<file path="src/rtl/dma_pkg.sv">
// Shared types and constants for the DMA stream movers (mm2s / s2mm).
package dma_pkg;
  typedef enum logic [1:0] {
    IDLE   = 2'd0,
    ISSUE  = 2'd1,
    WAIT_R = 2'd2,
    DRAIN  = 2'd3
  } mm2s_state_t;

  localparam int PS_IDX_W  = 4;
  localparam int PS_DATA_W = 32;

  localparam logic [PS_IDX_W-1:0] REG_SRC_ADDR = 4'd0;
  localparam logic [PS_IDX_W-1:0] REG_LENGTH   = 4'd1;
  localparam logic [PS_IDX_W-1:0] REG_CTRL     = 4'd2;
  localparam logic [PS_IDX_W-1:0] REG_STATUS   = 4'd3;

  localparam int STATUS_BUSY  = 0;
  localparam int STATUS_DONE  = 1;
  localparam int STATUS_ERROR = 2;

  localparam logic [1:0] RESP_OKAY   = 2'b00;
  localparam logic [1:0] RESP_SLVERR = 2'b10;
endpackage

</file>
<file path="src/rtl/axi_lite_if.sv">
// AXI4-lite bundle (all five channels).
interface axi_lite_if #(
  parameter int ADDR_WIDTH = 32,
  parameter int DATA_WIDTH = 32
);
  logic [ADDR_WIDTH-1:0]   awaddr;
  logic                    awvalid;
  logic                    awready;
  logic [DATA_WIDTH-1:0]   wdata;
  logic [DATA_WIDTH/8-1:0] wstrb;
  logic                    wvalid;
  logic                    wready;
  logic [1:0]              bresp;
  logic                    bvalid;
  logic                    bready;
  logic [ADDR_WIDTH-1:0]   araddr;
  logic                    arvalid;
  logic                    arready;
  logic [DATA_WIDTH-1:0]   rdata;
  logic [1:0]              rresp;
  logic                    rvalid;
  logic                    rready;
  modport master (output awaddr, awvalid, wdata, wstrb, wvalid, bready, araddr, arvalid, rready,
                  input awready, wready, bresp, bvalid, arready, rdata, rresp, rvalid);
  modport slave  (input awaddr, awvalid, wdata, wstrb, wvalid, bready, araddr, arvalid, rready,
                  output awready, wready, bresp, bvalid, arready, rdata, rresp, rvalid);
endinterface

</file>
<file path="src/rtl/axi_stream_if.sv">
// AXI-stream bundle with data/valid/ready/last.
interface axi_stream_if #(
  parameter int DATA_WIDTH = 32
);
  logic [DATA_WIDTH-1:0] data;
  logic                  valid;
  logic                  ready;
  logic                  last;
  modport master (output data, valid, last, input ready);
  modport slave  (input data, valid, last, output ready);
endinterface

</file>
<file path="src/rtl/ps_if.sv">
// PS register-access bundle: single-cycle writes with a delayed response, combinational reads.
interface ps_if;
  import dma_pkg::*;
  logic [PS_IDX_W-1:0]  waddr;
  logic [PS_DATA_W-1:0] wdata;
  logic                 wvalid;
  logic                 wready;
  logic                 wresp;
  logic [PS_IDX_W-1:0]  raddr;
  logic                 arvalid;
  logic [PS_DATA_W-1:0] rdata;
  logic                 rvalid;
  modport slave  (input waddr, wdata, wvalid, raddr, arvalid,
                  output wready, wresp, rdata, rvalid);
  modport master (output waddr, wdata, wvalid, raddr, arvalid,
                  input wready, wresp, rdata, rvalid);
endinterface

</file>
<file path="src/rtl/mm2s_fifo.sv">
// Small synchronous FIFO buffering read data (with its last flag) ahead of the stream port.
module mm2s_fifo #(
  parameter int WIDTH = 33,
  parameter int DEPTH = 4
) (
  input  logic                     clk,
  input  logic                     rst_n,
  input  logic                     push_i,
  input  logic [WIDTH-1:0]         din_i,
  input  logic                     pop_i,
  output logic [WIDTH-1:0]         dout_o,
  output logic                     full_o,
  output logic                     empty_o,
  output logic [$clog2(DEPTH):0]   count_o
);
  localparam int PTR_W = $clog2(DEPTH);
  localparam int CNT_W = PTR_W + 1;

  logic [WIDTH-1:0] mem_q [DEPTH];
  logic [PTR_W-1:0] wr_ptr_q, wr_ptr_d, rd_ptr_q, rd_ptr_d;
  logic [CNT_W-1:0] count_q, count_d;
  logic             do_push, do_pop;

  assign full_o  = (count_q == CNT_W'(DEPTH));
  assign empty_o = (count_q == '0);
  assign do_push = push_i && !full_o;
  assign do_pop  = pop_i && !empty_o;
  assign dout_o  = mem_q[rd_ptr_q];
  assign count_o = count_q;

  // Pointer and occupancy update; pointers wrap naturally since DEPTH is a power of two.
  always_comb begin
    wr_ptr_d = wr_ptr_q + PTR_W'(do_push);
    rd_ptr_d = rd_ptr_q + PTR_W'(do_pop);
    count_d  = count_q + CNT_W'(do_push) - CNT_W'(do_pop);
  end

  // Control state; reset empties the FIFO.
  always_ff @(posedge clk or negedge rst_n) begin
    if (!rst_n) begin
      wr_ptr_q <= '0;
      rd_ptr_q <= '0;
      count_q  <= '0;
    end else begin
      wr_ptr_q <= wr_ptr_d;
      rd_ptr_q <= rd_ptr_d;
      count_q  <= count_d;
    end
  end

  // Storage array; contents are meaningless while empty so it carries no reset.
  always_ff @(posedge clk) begin
    if (do_push) mem_q[wr_ptr_q] <= din_i;
  end
endmodule

</file>
<file path="src/rtl/mm2s.sv">
// Memory-mapped-to-stream reader: single-word AXI-lite reads into a FIFO, emitted as one stream frame.
module mm2s
  import dma_pkg::*;
#(
  parameter int DATA_WIDTH = 32,
  parameter int FIFO_DEPTH = 4
) (
  input  logic         clk,
  input  logic         rst_n,
  ps_if.slave          ps_i,
  axi_lite_if.master   mem_i,
  axi_stream_if.master dout_i
);
  localparam int ADDR_WIDTH = $bits(mem_i.araddr);
  localparam int BYTES      = DATA_WIDTH / 8;
  localparam int BYTE_SH    = $clog2(BYTES);
  localparam int CNT_W      = $clog2(FIFO_DEPTH) + 1;
  localparam logic [PS_DATA_W-1:0] BYTE_MASK = PS_DATA_W'(BYTES - 1);

  mm2s_state_t           state_q, state_d;
  logic [PS_DATA_W-1:0]  src_addr_q, src_addr_d, length_q, length_d;
  logic [PS_DATA_W-1:0]  words_left_q, words_left_d;
  logic [ADDR_WIDTH-1:0] rd_addr_q, rd_addr_d;
  logic done_q, done_d, error_q, error_d;
  logic arvalid_q, arvalid_d, rready_q, rready_d, wresp_q, wresp_d;

  logic                  push, pop, ar_hs, resp_bad, last_beat, busy, start_req, cfg_ok;
  logic                  fifo_full, fifo_empty;
  logic [CNT_W-1:0]      fifo_count, count_nxt;
  logic [DATA_WIDTH:0]   fifo_din, fifo_dout;
  logic [PS_DATA_W-1:0]  ps_rdata;
  logic                  unused_ok;

  mm2s_fifo #(.WIDTH(DATA_WIDTH + 1), .DEPTH(FIFO_DEPTH)) u_fifo (
    .clk     (clk),
    .rst_n   (rst_n),
    .push_i  (push),
    .din_i   (fifo_din),
    .pop_i   (pop),
    .dout_o  (fifo_dout),
    .full_o  (fifo_full),
    .empty_o (fifo_empty),
    .count_o (fifo_count)
  );

  assign push      = rready_q && mem_i.rvalid;
  assign ar_hs     = arvalid_q && mem_i.arready;
  assign resp_bad  = (mem_i.rresp != RESP_OKAY);
  assign last_beat = resp_bad || (words_left_q == 32'd1);
  assign fifo_din  = {last_beat, mem_i.rdata};
  assign pop       = !fifo_empty && dout_i.ready;
  // Occupancy as it will be after this edge; used to keep a slot reserved for the next read.
  assign count_nxt = fifo_count + CNT_W'(push) - CNT_W'(pop);
  assign busy      = (state_q != IDLE);
  assign start_req = ps_i.wvalid && (ps_i.waddr == REG_CTRL) && ps_i.wdata[0];
  assign cfg_ok    = (length_q != '0) && ((length_q & BYTE_MASK) == '0) &&
                     ((src_addr_q & BYTE_MASK) == '0);

  // Register writes, start checks and the read/drain sequencing.
  always_comb begin
    state_d      = state_q;
    src_addr_d   = src_addr_q;
    length_d     = length_q;
    words_left_d = words_left_q;
    rd_addr_d    = rd_addr_q;
    done_d       = done_q;
    error_d      = error_q;
    wresp_d      = ps_i.wvalid;
    if (ps_i.wvalid && !busy) begin
      if (ps_i.waddr == REG_SRC_ADDR) src_addr_d = ps_i.wdata;
      if (ps_i.waddr == REG_LENGTH)   length_d   = ps_i.wdata;
    end
    case (state_q)
      IDLE: begin
        if (start_req) begin
          done_d  = 1'b0;
          error_d = 1'b0;
          if (cfg_ok) begin
            rd_addr_d    = ADDR_WIDTH'(src_addr_q);
            words_left_d = length_q >> BYTE_SH;
            state_d      = ISSUE;
          end else begin
            error_d = 1'b1;
            done_d  = 1'b1;
          end
        end
      end
      ISSUE: if (ar_hs) state_d = WAIT_R;
      WAIT_R: begin
        if (push) begin
          words_left_d = words_left_q - 32'd1;
          rd_addr_d    = rd_addr_q + ADDR_WIDTH'(BYTES);
          if (resp_bad) begin
            error_d      = 1'b1;
            words_left_d = '0;
          end
          state_d = last_beat ? DRAIN : ISSUE;
        end
      end
      DRAIN: begin
        if (fifo_empty) begin
          done_d  = 1'b1;
          state_d = IDLE;
        end
      end
      default: state_d = IDLE;
    endcase
    arvalid_d = (state_d == ISSUE) && (count_nxt < CNT_W'(FIFO_DEPTH));
    rready_d  = (state_d == WAIT_R);
  end

  // Control and bus-handshake registers.
  always_ff @(posedge clk or negedge rst_n) begin
    if (!rst_n) begin
      state_q      <= IDLE;
      src_addr_q   <= '0;
      length_q     <= '0;
      words_left_q <= '0;
      rd_addr_q    <= '0;
      done_q       <= 1'b0;
      error_q      <= 1'b0;
      arvalid_q    <= 1'b0;
      rready_q     <= 1'b0;
      wresp_q      <= 1'b0;
    end else begin
      state_q      <= state_d;
      src_addr_q   <= src_addr_d;
      length_q     <= length_d;
      words_left_q <= words_left_d;
      rd_addr_q    <= rd_addr_d;
      done_q       <= done_d;
      error_q      <= error_d;
      arvalid_q    <= arvalid_d;
      rready_q     <= rready_d;
      wresp_q      <= wresp_d;
    end
  end

  // PS read mux; CTRL and unmapped indices read as zero.
  always_comb begin
    ps_rdata = '0;
    case (ps_i.raddr)
      REG_SRC_ADDR: ps_rdata = src_addr_q;
      REG_LENGTH:   ps_rdata = length_q;
      REG_STATUS: begin
        ps_rdata[STATUS_BUSY]  = busy;
        ps_rdata[STATUS_DONE]  = done_q;
        ps_rdata[STATUS_ERROR] = error_q;
      end
      default: ps_rdata = '0;
    endcase
  end

  assign ps_i.wready   = 1'b1;
  assign ps_i.wresp    = wresp_q;
  assign ps_i.rvalid   = ps_i.arvalid;
  assign ps_i.rdata    = ps_rdata;

  assign mem_i.araddr  = rd_addr_q;
  assign mem_i.arvalid = arvalid_q;
  assign mem_i.rready  = rready_q;
  assign mem_i.awaddr  = '0;
  assign mem_i.awvalid = 1'b0;
  assign mem_i.wdata   = '0;
  assign mem_i.wstrb   = '0;
  assign mem_i.wvalid  = 1'b0;
  assign mem_i.bready  = 1'b0;

  assign dout_i.valid  = !fifo_empty;
  assign dout_i.data   = fifo_empty ? '0 : fifo_dout[DATA_WIDTH-1:0];
  assign dout_i.last   = !fifo_empty && fifo_dout[DATA_WIDTH];

  assign unused_ok = ^{mem_i.awready, mem_i.wready, mem_i.bresp, mem_i.bvalid, fifo_full};
endmodule

</file>
<file path="src/flat_wrapper.sv">
// flat-port wrapper written by rule: the top's interface ports become plain ports
module mm2s_flat import dma_pkg::*;
#(
  parameter int DATA_WIDTH = 32,
  parameter int FIFO_DEPTH = 4
)
  (clk, rst_n, ps_i_waddr, ps_i_wdata, ps_i_wvalid, ps_i_raddr, ps_i_arvalid, ps_i_wready, ps_i_wresp, ps_i_rdata, ps_i_rvalid, mem_i_awaddr, mem_i_awvalid, mem_i_wdata, mem_i_wstrb, mem_i_wvalid, mem_i_bready, mem_i_araddr, mem_i_arvalid, mem_i_rready, mem_i_awready, mem_i_wready, mem_i_bresp, mem_i_bvalid, mem_i_arready, mem_i_rdata, mem_i_rresp, mem_i_rvalid, dout_i_data, dout_i_valid, dout_i_last, dout_i_ready);
  ps_if ps_i_i ();
  axi_lite_if #(.ADDR_WIDTH(32), .DATA_WIDTH(DATA_WIDTH)) mem_i_i ();
  axi_stream_if #(.DATA_WIDTH(DATA_WIDTH)) dout_i_i ();
  input  logic clk;
  input  logic rst_n;
  input wire logic [$bits(ps_i_i.waddr)-1:0] ps_i_waddr;
  input wire logic [$bits(ps_i_i.wdata)-1:0] ps_i_wdata;
  input wire logic [$bits(ps_i_i.wvalid)-1:0] ps_i_wvalid;
  input wire logic [$bits(ps_i_i.raddr)-1:0] ps_i_raddr;
  input wire logic [$bits(ps_i_i.arvalid)-1:0] ps_i_arvalid;
  output wire logic [$bits(ps_i_i.wready)-1:0] ps_i_wready;
  output wire logic [$bits(ps_i_i.wresp)-1:0] ps_i_wresp;
  output wire logic [$bits(ps_i_i.rdata)-1:0] ps_i_rdata;
  output wire logic [$bits(ps_i_i.rvalid)-1:0] ps_i_rvalid;
  output wire logic [$bits(mem_i_i.awaddr)-1:0] mem_i_awaddr;
  output wire logic [$bits(mem_i_i.awvalid)-1:0] mem_i_awvalid;
  output wire logic [$bits(mem_i_i.wdata)-1:0] mem_i_wdata;
  output wire logic [$bits(mem_i_i.wstrb)-1:0] mem_i_wstrb;
  output wire logic [$bits(mem_i_i.wvalid)-1:0] mem_i_wvalid;
  output wire logic [$bits(mem_i_i.bready)-1:0] mem_i_bready;
  output wire logic [$bits(mem_i_i.araddr)-1:0] mem_i_araddr;
  output wire logic [$bits(mem_i_i.arvalid)-1:0] mem_i_arvalid;
  output wire logic [$bits(mem_i_i.rready)-1:0] mem_i_rready;
  input wire logic [$bits(mem_i_i.awready)-1:0] mem_i_awready;
  input wire logic [$bits(mem_i_i.wready)-1:0] mem_i_wready;
  input wire logic [$bits(mem_i_i.bresp)-1:0] mem_i_bresp;
  input wire logic [$bits(mem_i_i.bvalid)-1:0] mem_i_bvalid;
  input wire logic [$bits(mem_i_i.arready)-1:0] mem_i_arready;
  input wire logic [$bits(mem_i_i.rdata)-1:0] mem_i_rdata;
  input wire logic [$bits(mem_i_i.rresp)-1:0] mem_i_rresp;
  input wire logic [$bits(mem_i_i.rvalid)-1:0] mem_i_rvalid;
  output wire logic [$bits(dout_i_i.data)-1:0] dout_i_data;
  output wire logic [$bits(dout_i_i.valid)-1:0] dout_i_valid;
  output wire logic [$bits(dout_i_i.last)-1:0] dout_i_last;
  input wire logic [$bits(dout_i_i.ready)-1:0] dout_i_ready;
  assign ps_i_i.waddr = ps_i_waddr;
  assign ps_i_i.wdata = ps_i_wdata;
  assign ps_i_i.wvalid = ps_i_wvalid;
  assign ps_i_i.raddr = ps_i_raddr;
  assign ps_i_i.arvalid = ps_i_arvalid;
  assign ps_i_wready = ps_i_i.wready;
  assign ps_i_wresp = ps_i_i.wresp;
  assign ps_i_rdata = ps_i_i.rdata;
  assign ps_i_rvalid = ps_i_i.rvalid;
  assign mem_i_awaddr = mem_i_i.awaddr;
  assign mem_i_awvalid = mem_i_i.awvalid;
  assign mem_i_wdata = mem_i_i.wdata;
  assign mem_i_wstrb = mem_i_i.wstrb;
  assign mem_i_wvalid = mem_i_i.wvalid;
  assign mem_i_bready = mem_i_i.bready;
  assign mem_i_araddr = mem_i_i.araddr;
  assign mem_i_arvalid = mem_i_i.arvalid;
  assign mem_i_rready = mem_i_i.rready;
  assign mem_i_i.awready = mem_i_awready;
  assign mem_i_i.wready = mem_i_wready;
  assign mem_i_i.bresp = mem_i_bresp;
  assign mem_i_i.bvalid = mem_i_bvalid;
  assign mem_i_i.arready = mem_i_arready;
  assign mem_i_i.rdata = mem_i_rdata;
  assign mem_i_i.rresp = mem_i_rresp;
  assign mem_i_i.rvalid = mem_i_rvalid;
  assign dout_i_data = dout_i_i.data;
  assign dout_i_valid = dout_i_i.valid;
  assign dout_i_last = dout_i_i.last;
  assign dout_i_i.ready = dout_i_ready;
  mm2s #(.DATA_WIDTH(DATA_WIDTH), .FIFO_DEPTH(FIFO_DEPTH)) u_core (.clk(clk), .rst_n(rst_n), .ps_i(ps_i_i), .mem_i(mem_i_i), .dout_i(dout_i_i));
endmodule
</file>
<file path="config.mk">
export PLATFORM = sky130hd
export DESIGN_NAME = mm2s_flat
export DESIGN_NICKNAME = d
export VERILOG_FILES = /design/src/rtl/dma_pkg.sv /design/src/rtl/axi_lite_if.sv /design/src/rtl/axi_stream_if.sv /design/src/rtl/ps_if.sv /design/src/rtl/mm2s_fifo.sv /design/src/rtl/mm2s.sv /design/src/flat_wrapper.sv
export SDC_FILE = /design/constraint.sdc
export NUM_CORES = 1
export LEC_CHECK = 0
export CAP_MARGIN = 20
export CORE_MARGIN = 2
export CORE_UTILIZATION = 50
export CTS_CLUSTER_SIZE = 8
export DETAILED_ROUTE_END_ITERATION = 10
export PLACE_DENSITY = 0.88
export SETUP_SLACK_MARGIN = 0.4
export SYNTH_ARGS = -nofsm -noshare
export SYNTH_HDL_FRONTEND = slang
export SYNTH_SLANG_ARGS = --single-unit
</file>
<file path="constraint.sdc">
create_clock -name clk -period 5.8 [get_ports clk]
set_clock_uncertainty 0.1 [all_clocks]
set_input_delay 0.87 -clock clk [delete_from_list [all_inputs] [get_ports clk]]
set_output_delay 0.87 -clock clk [all_outputs]
set_load 0.01 [all_outputs]
</file>
### Word level (Yosys, flattened, before mapping)

Memories as Yosys holds them, arrays and structs flattened.
Cells that the tools add are included.

| storage, ports and cells | value |
|---|---|
| register bits | 142 |
| latch bits | 0 |
| RAM bits | 132 |
| bits in read-only memories | 0 |
| bits of input ports | 86 |
| word-level logic and storage cells | 99 |
| memories kept | 1 |

Memories:

| name | words | bits a word | read ports | clocked after Yosys merged registers in | write ports | line | RTL |
|---|---|---|---|---|---|---|---|
| u_core.u_fifo.mem_q | 4 | 33 | 1 | 0 | 1 | mm2s_fifo.sv:19 | `logic [WIDTH-1:0] mem_q [DEPTH];` |

| operators by class | value |
|---|---|
| add/sub/neg operators | 8 |
| multiply operators | 0 |
| div/mod/pow operators | 0 |
| magnitude comparators | 1 |
| equal/unequal tests | 16 |
| shift operators | 0 |
| muxes and demuxes | 28 |
| bitwise gates (word level) | 0 |
| reduce and logical (&&, ||, !) cells | 32 |

Operators by type and width:

| operator | number |
|---|---|
| 32-bit two-way mux | 8 |
| 32-bit case mux with 2 select lines | 2 |
| 32-bit logical NOT | 2 |
| 29-bit case mux with 2 select lines | 1 |
| 32-bit by 3-bit adder with 32-bit output (second input constant) | 1 |
| 32-bit by 1-bit equality test with 1-bit output (second input constant) | 1 |
| 32-bit nonzero test | 1 |
| 32-bit by 1-bit subtractor with 32-bit output (second input constant) | 1 |
| 1-bit logical AND | 12 |
| 2-bit two-way mux | 6 |
| 2-bit by 1-bit != test with 1-bit output (second input constant) | 5 |
| 3-bit case mux with 3 select lines | 1 |
| 4-bit by 1-bit equality test with 1-bit output (second input constant) | 2 |
| 4-bit by 2-bit equality test with 1-bit output (second input constant) | 2 |
| 4-bit logical NOT | 2 |
| 2-bit case mux with 4 select lines | 1 |
| 4-bit AND reduction | 2 |
| 2-bit nonzero test | 4 |
| 1-bit two-way mux | 7 |
| 3-bit by 1-bit adder with 3-bit output | 2 |
| 2-bit equality test (second input constant) | 3 |
| 3-bit by 1-bit subtractor with 3-bit output | 2 |
| 2-bit by 1-bit adder with 2-bit output | 2 |
| 2-bit by 1-bit equality test with 1-bit output (second input constant) | 2 |
| other kinds (9) | 13 |

### Depth between registers and ports, before layout

| logic depth | value |
|---|---|
| word-level depth | 8 |
| mapped depth | 9 |
| depth with buffers taken out | 8 |

### By module

From an unflattened synthesis, not the netlist that was laid out.

| unflattened totals | value |
|---|---|
| cells, all modules | 1073 |
| area, all modules | 13645.6 um^2 |

Modules (own cells, without submodules):

| module | times used | cells an instance | area each (um^2) | sequential area each (um^2) |
|---|---|---|---|---|
| mm2s | 1 | 866 | 8430.6 | 3378.2 |
| mm2s_fifo | 1 | 207 | 5215.0 | 4139.0 |

### Worst setup path after synthesis

No wires, ideal clock.

| timing | value |
|---|---|
| kind | in2reg |
| start point | in mem_i_rvalid |
| end point | mem u_core.u_fifo.mem_q[1][0] (enable) |
| library setup time | 0.471 ns |
| arrival | 3.626 ns |
| required time | 5.229 ns |
| path slack | 1.603 ns |
| stages | 3 |
| cell sequence | nand2_1 > a21o_1 > nor3b_1 |

| between the ends | value |
|---|---|
| word-level cells in the longest chain between the ends | 4 |

RTL lines:

| element | line | RTL |
|---|---|---|
| start, declared | flat_wrapper.sv:38 | `input wire logic [$bits(mem_i_i.rvalid)-1:0] mem_i_rvalid;` |
| 1-bit logical AND | mm2s.sv:46 | `assign push = rready_q && mem_i.rvalid;` |
| 1-bit logical AND | mm2s_fifo.sv:26 | `assign do_push = push_i && !full_o;` |
| 1-bit two-way mux | mm2s_fifo.sv:53 | `if (do_push) mem_q[wr_ptr_q] <= din_i;` |
| 1-bit two-way mux (not written as such) | mm2s_fifo.sv:53 |  |
| end, declared | mm2s_fifo.sv:19 |  |

Every way passes these cells.

### Worst setup path in the final report

| timing | value |
|---|---|
| start point | reg u_core.u_fifo.rd_ptr_q[0] |
| end point | out dout_i_data[20] |

| between the ends | value |
|---|---|
| word-level cells in the longest chain between the ends | 2 |

RTL lines:

| element | line | RTL |
|---|---|---|
| start, declared | mm2s_fifo.sv:20 | `logic [PTR_W-1:0] wr_ptr_q, wr_ptr_d, rd_ptr_q, rd_ptr_d;` |
| start signal, assigned | mm2s_fifo.sv:46 | `rd_ptr_q <= rd_ptr_d;` |
| memory read 4 x 33 bit | - |  |
| 32-bit two-way mux | mm2s.sv:170 | `assign dout_i.data = fifo_empty ? '0 : fifo_dout[DATA_WIDTH-1:0];` |
| end, declared | flat_wrapper.sv:39 | `output wire logic [$bits(dout_i_i.data)-1:0] dout_i_data;` |

Every way passes these cells.

==> results.md <==
* Post-CTS Resized at 0
* Per-cell routed wire length at 22.2 um
* Vias/cell at 6.28
* Hold Buf Count CTS at 0
* Initial antenna violation count at 0
* Starting DRC count in detailed routing at 1128
* Root Driver: clkbuf_16
* Layout cells sized above 1 at 0.151
* Antenna diodes at 0
* Final period utilization at 0.690
* CTS tree: yes
* Num CTS Buffers at 40
* Die area at 27900 sq um
* Combinational power share at 0.337
* Number of port buffers at 180
* Largest net degree at the start of global routing at 89
* Worst Setup Start Kind: flop
* Initial cell density of the core at 0.510
* RR Startpoint: u_core.length_q[4]$_DFFE_PN0P_
* Synth async-reset ratio at 0.518
* CP max-delay cell: dfrtp_2
* Fillers at 1883
* Slew margin rel. at 0.425
* Worst-path clk slew at 0.05 ns
* Nets at 1324
* TritonRoute pass-1 iters at 6
* Synth Flop Type: dfrtp_1
* Vias in the first global route at 9974
* Worst slew pin tran at 0.859 ns
* Die width at 167 um
* Antenna viol nets, final at 0
* Cell area after layout at 16300 sq um
* Critical Path AT at 3.03 ns
* Clk sink count at 274
* Crit. path cell count at 4
* DP Area at 15200 sq um
* H-tree depth at 2
* Outcome: complete, no violations
* Fmax at 250 MHz
* Setup Fix Bufs, Post-CTS at 0
* CP Class: reg -> out
* Placed Cells at 1520
* Final Hold Fails at 0
* GPL Wtd Cong at 0.899
* DP HPWL at 22200 um
* DRC viols at 0
* Sw power at 2730 uW
* Sequential group share of total power at 0.389
* Commonest non-fill, non-tap cell in the layout: clkdlybuf4s50_1
* HP Class: in -> async
* # rows at 59
* Die Y at 167 um
* Int Power at 5060 uW
* Critical path capture point type: output pin
* Placement Setup Slack at 1.57 ns
* Total Routing Usage GR at 0.247
* Crit path from: u_core.u_fifo.rd_ptr_q[0]$_DFF_PN0_
* Routed WL at 35100 um
* Ys Warns at 0
* CP delay by family, top: buffers and inverters
* Worst Path Max Fanout at 20
* Clock Power Share at 0.273
* Mapped cell area at 13300 sq um
* Yosys reg bits at 274
* GRT overflow at 0
* Setup TNS at 0 ns
* Slew Viols, Final at 0
* Static Leakage at 0.00622 uW
* Synth Area per Inst at 12.5 sq um
* Commonest cells after routing, fill and taps aside: clkdlybuf4s50_1, dfrtp_1, edfxtp_1, conb_1, mux2_2
* Cells after synthesis at 1061
* Synth unique cells at 70
* Global-route wire length before repair at 55000 um
* Vias at 9934
* Power Dens Cells at 477 nW/um^2
* Worst-Skew Late Latency at 0.54 ns
* Worst path bufs/invs at 2
* Number of synthesized flops with an enable pin at 132
* CP Cell Sequence: buf_4, mux4_2, nor2b_1, clkdlybuf4s50_1
* Maximum buffer depth of the clock tree at 3
* RSZ-0062 raised after global routing: false
* Slowest cell delay on critical path at 0.80 ns
* Sw Share at 0.351
* Min Clock Period, post-route at 4.00 ns
* Reg2Reg Depth at 7
* Worst VDD drop at 0.462 mV
* Setup Viol. Count Final at 0
* Sequential cell area at 7520 sq um
* Non-Filler Instances at 1581
* Worst endpoint required time at 4.83 ns
* Max Cap Viol at 0
* Placeable Area at 26100 sq um
* Seq/Total Area, Yosys at 0.565
* Area Overhead vs Synth at 22.8%
* Number of I/O pins at 260
* Multi-input logic area at 5180 sq um
* Final Worst Setup Slack at 1.80 ns
[synthesized netlist by cell type, drive strengths merged, types with 2 or more instances]
cell type / n / area share
a21oi: 20 / 0.0075
xor2: 2 / 0.0013
o211ai: 4 / 0.0023
mux2: 66 / 0.056
o311ai: 2 / 0.0013
o22a: 3 / 0.0020
mux4: 33 / 0.056
o21a: 3 / 0.0017
nor4b: 6 / 0.0044
dfrtp: 142 / 0.27
or4: 6 / 0.0037
nor2: 49 / 0.014
and4: 5 / 0.0033
a22oi: 14 / 0.0079
a211oi: 8 / 0.0045
ha: 9 / 0.0085
or2: 2 / 0.00094
and3: 10 / 0.0047
nand4: 16 / 0.0075
a31oi: 23 / 0.011
nand2: 32 / 0.0092
o22ai: 14 / 0.0066
o21ai: 40 / 0.015
nor2b: 37 / 0.017
a22o: 33 / 0.022
a2bb2oi: 23 / 0.015
and2: 7 / 0.0033
clkbuf: 52 / 0.015
o31ai: 23 / 0.013
conb: 2 / 0.00056
mux2i: 4 / 0.0030
nor4: 19 / 0.010
xnor2: 3 / 0.0020
nor3: 43 / 0.017
edfxtp: 132 / 0.30
a21o: 2 / 0.0011
a41oi: 3 / 0.0020
buf: 95 / 0.049
nand3: 19 / 0.0072
a211o: 5 / 0.0033
inv: 23 / 0.0065
a32oi: 9 / 0.0059
nand2b: 2 / 0.00094
[worst register-to-register path, delay by kind of cell (launching register included)]
family	cells	cell delay [ns]
compound gates	2	0.44
buf+inv	2	0.89
flops	1	0.46
simple gates	3	1.27
[area by class of cell]
cell class / instances / share of cell area
multi-input cells: 687 / 0.317
flip-flops and latches: 274 / 0.460
repair buffers: 202 / 0.121
inverters: 23 / 0.00529
well taps: 335 / 0.0257
clock inverters: 4 / 0.00521
clock buffers: 56 / 0.0656
[cell families (layout without fill, tap and decap cells)]
family / after synthesis / after routing / share of synthesized area
adders and majority gates: 10 / 10 / 0.00997
AOI/OAI and AO/OA: 238 / 238 / 0.128
other: 2 / 72 / 0.000565
buffers and inverters: 170 / 285 / 0.0706
DFF: 274 / 274 / 0.565
and+or+nand+nor: 259 / 259 / 0.108
xor gates and xnor gates: 5 / 5 / 0.00329
muxes: 103 / 103 / 0.115
[per-layer routing]
layer | vias to the layer above | track usage | share of wire
li1 | 4270 | - | -
met1 | 4917 | 0.309 | 0.37
met2 | 643 | 0.419 | 0.50
met3 | 104 | 0.0523 | 0.088
met4 | 0 | 0.101 | 0.039
met5 | - | 0 | 0
[through the flow]
stage / utilization / total power, uW / hold WS [ns]
2_1_floorplan: - / 4520 / 0.358
3_3_place_gp: 0.582 / 5500 / 0.373
3_5_place_dp: 0.582 / 5600 / 0.372
4_1_cts: 0.626 / 7780 / 0.338
5_1_grt: 0.627 / 8140 / 0.382
6_report: 0.627 / 7800 / 0.326
[power by group through the flow]
stage	combinational [uW]	clock (uW)	sequential, uW
2_1_floorplan	1710	0	2810
3_3_place_gp	2500	0	3000
3_5_place_dp	2570	0	3030
4_1_cts	2620	2150	3010
5_1_grt	2830	2240	3080
6_report	2630	2130	3030
[registers in the layout, summed over array words and instances, names as in the netlist]
register                flops
u_core.done_q               1
u_core.error_q              1
u_core.length_q            32
u_core.mem_i.araddr        32
u_core.mem_i.arvalid        1
u_core.mem_i.rready         1
u_core.ps_i.wresp           1
u_core.src_addr_q          32
u_core.state_q              2
u_core.u_fifo.count_o       3
u_core.u_fifo.mem_q       132
u_core.u_fifo.rd_ptr_q      2
u_core.u_fifo.wr_ptr_q      2
u_core.words_left_q        32
[final timing paths]
path	to	slack (ns)
max	dout_i_data[20]	1.80
min	u_core.words_left_q[31]$_DFFE_PN0P_	0.33
max reg2reg	u_core.words_left_q[7]$_DFFE_PN0P_	2.49
min reg2reg	u_core.error_q$_DFFE_PN0P_	0.40
max in group asynchronous	u_core.words_left_q[14]$_DFFE_PN0P_	4.04
min in group clk	u_core.error_q$_DFFE_PN0P_	0.40
Note: power is estimated with default switching activity, not from simulation.
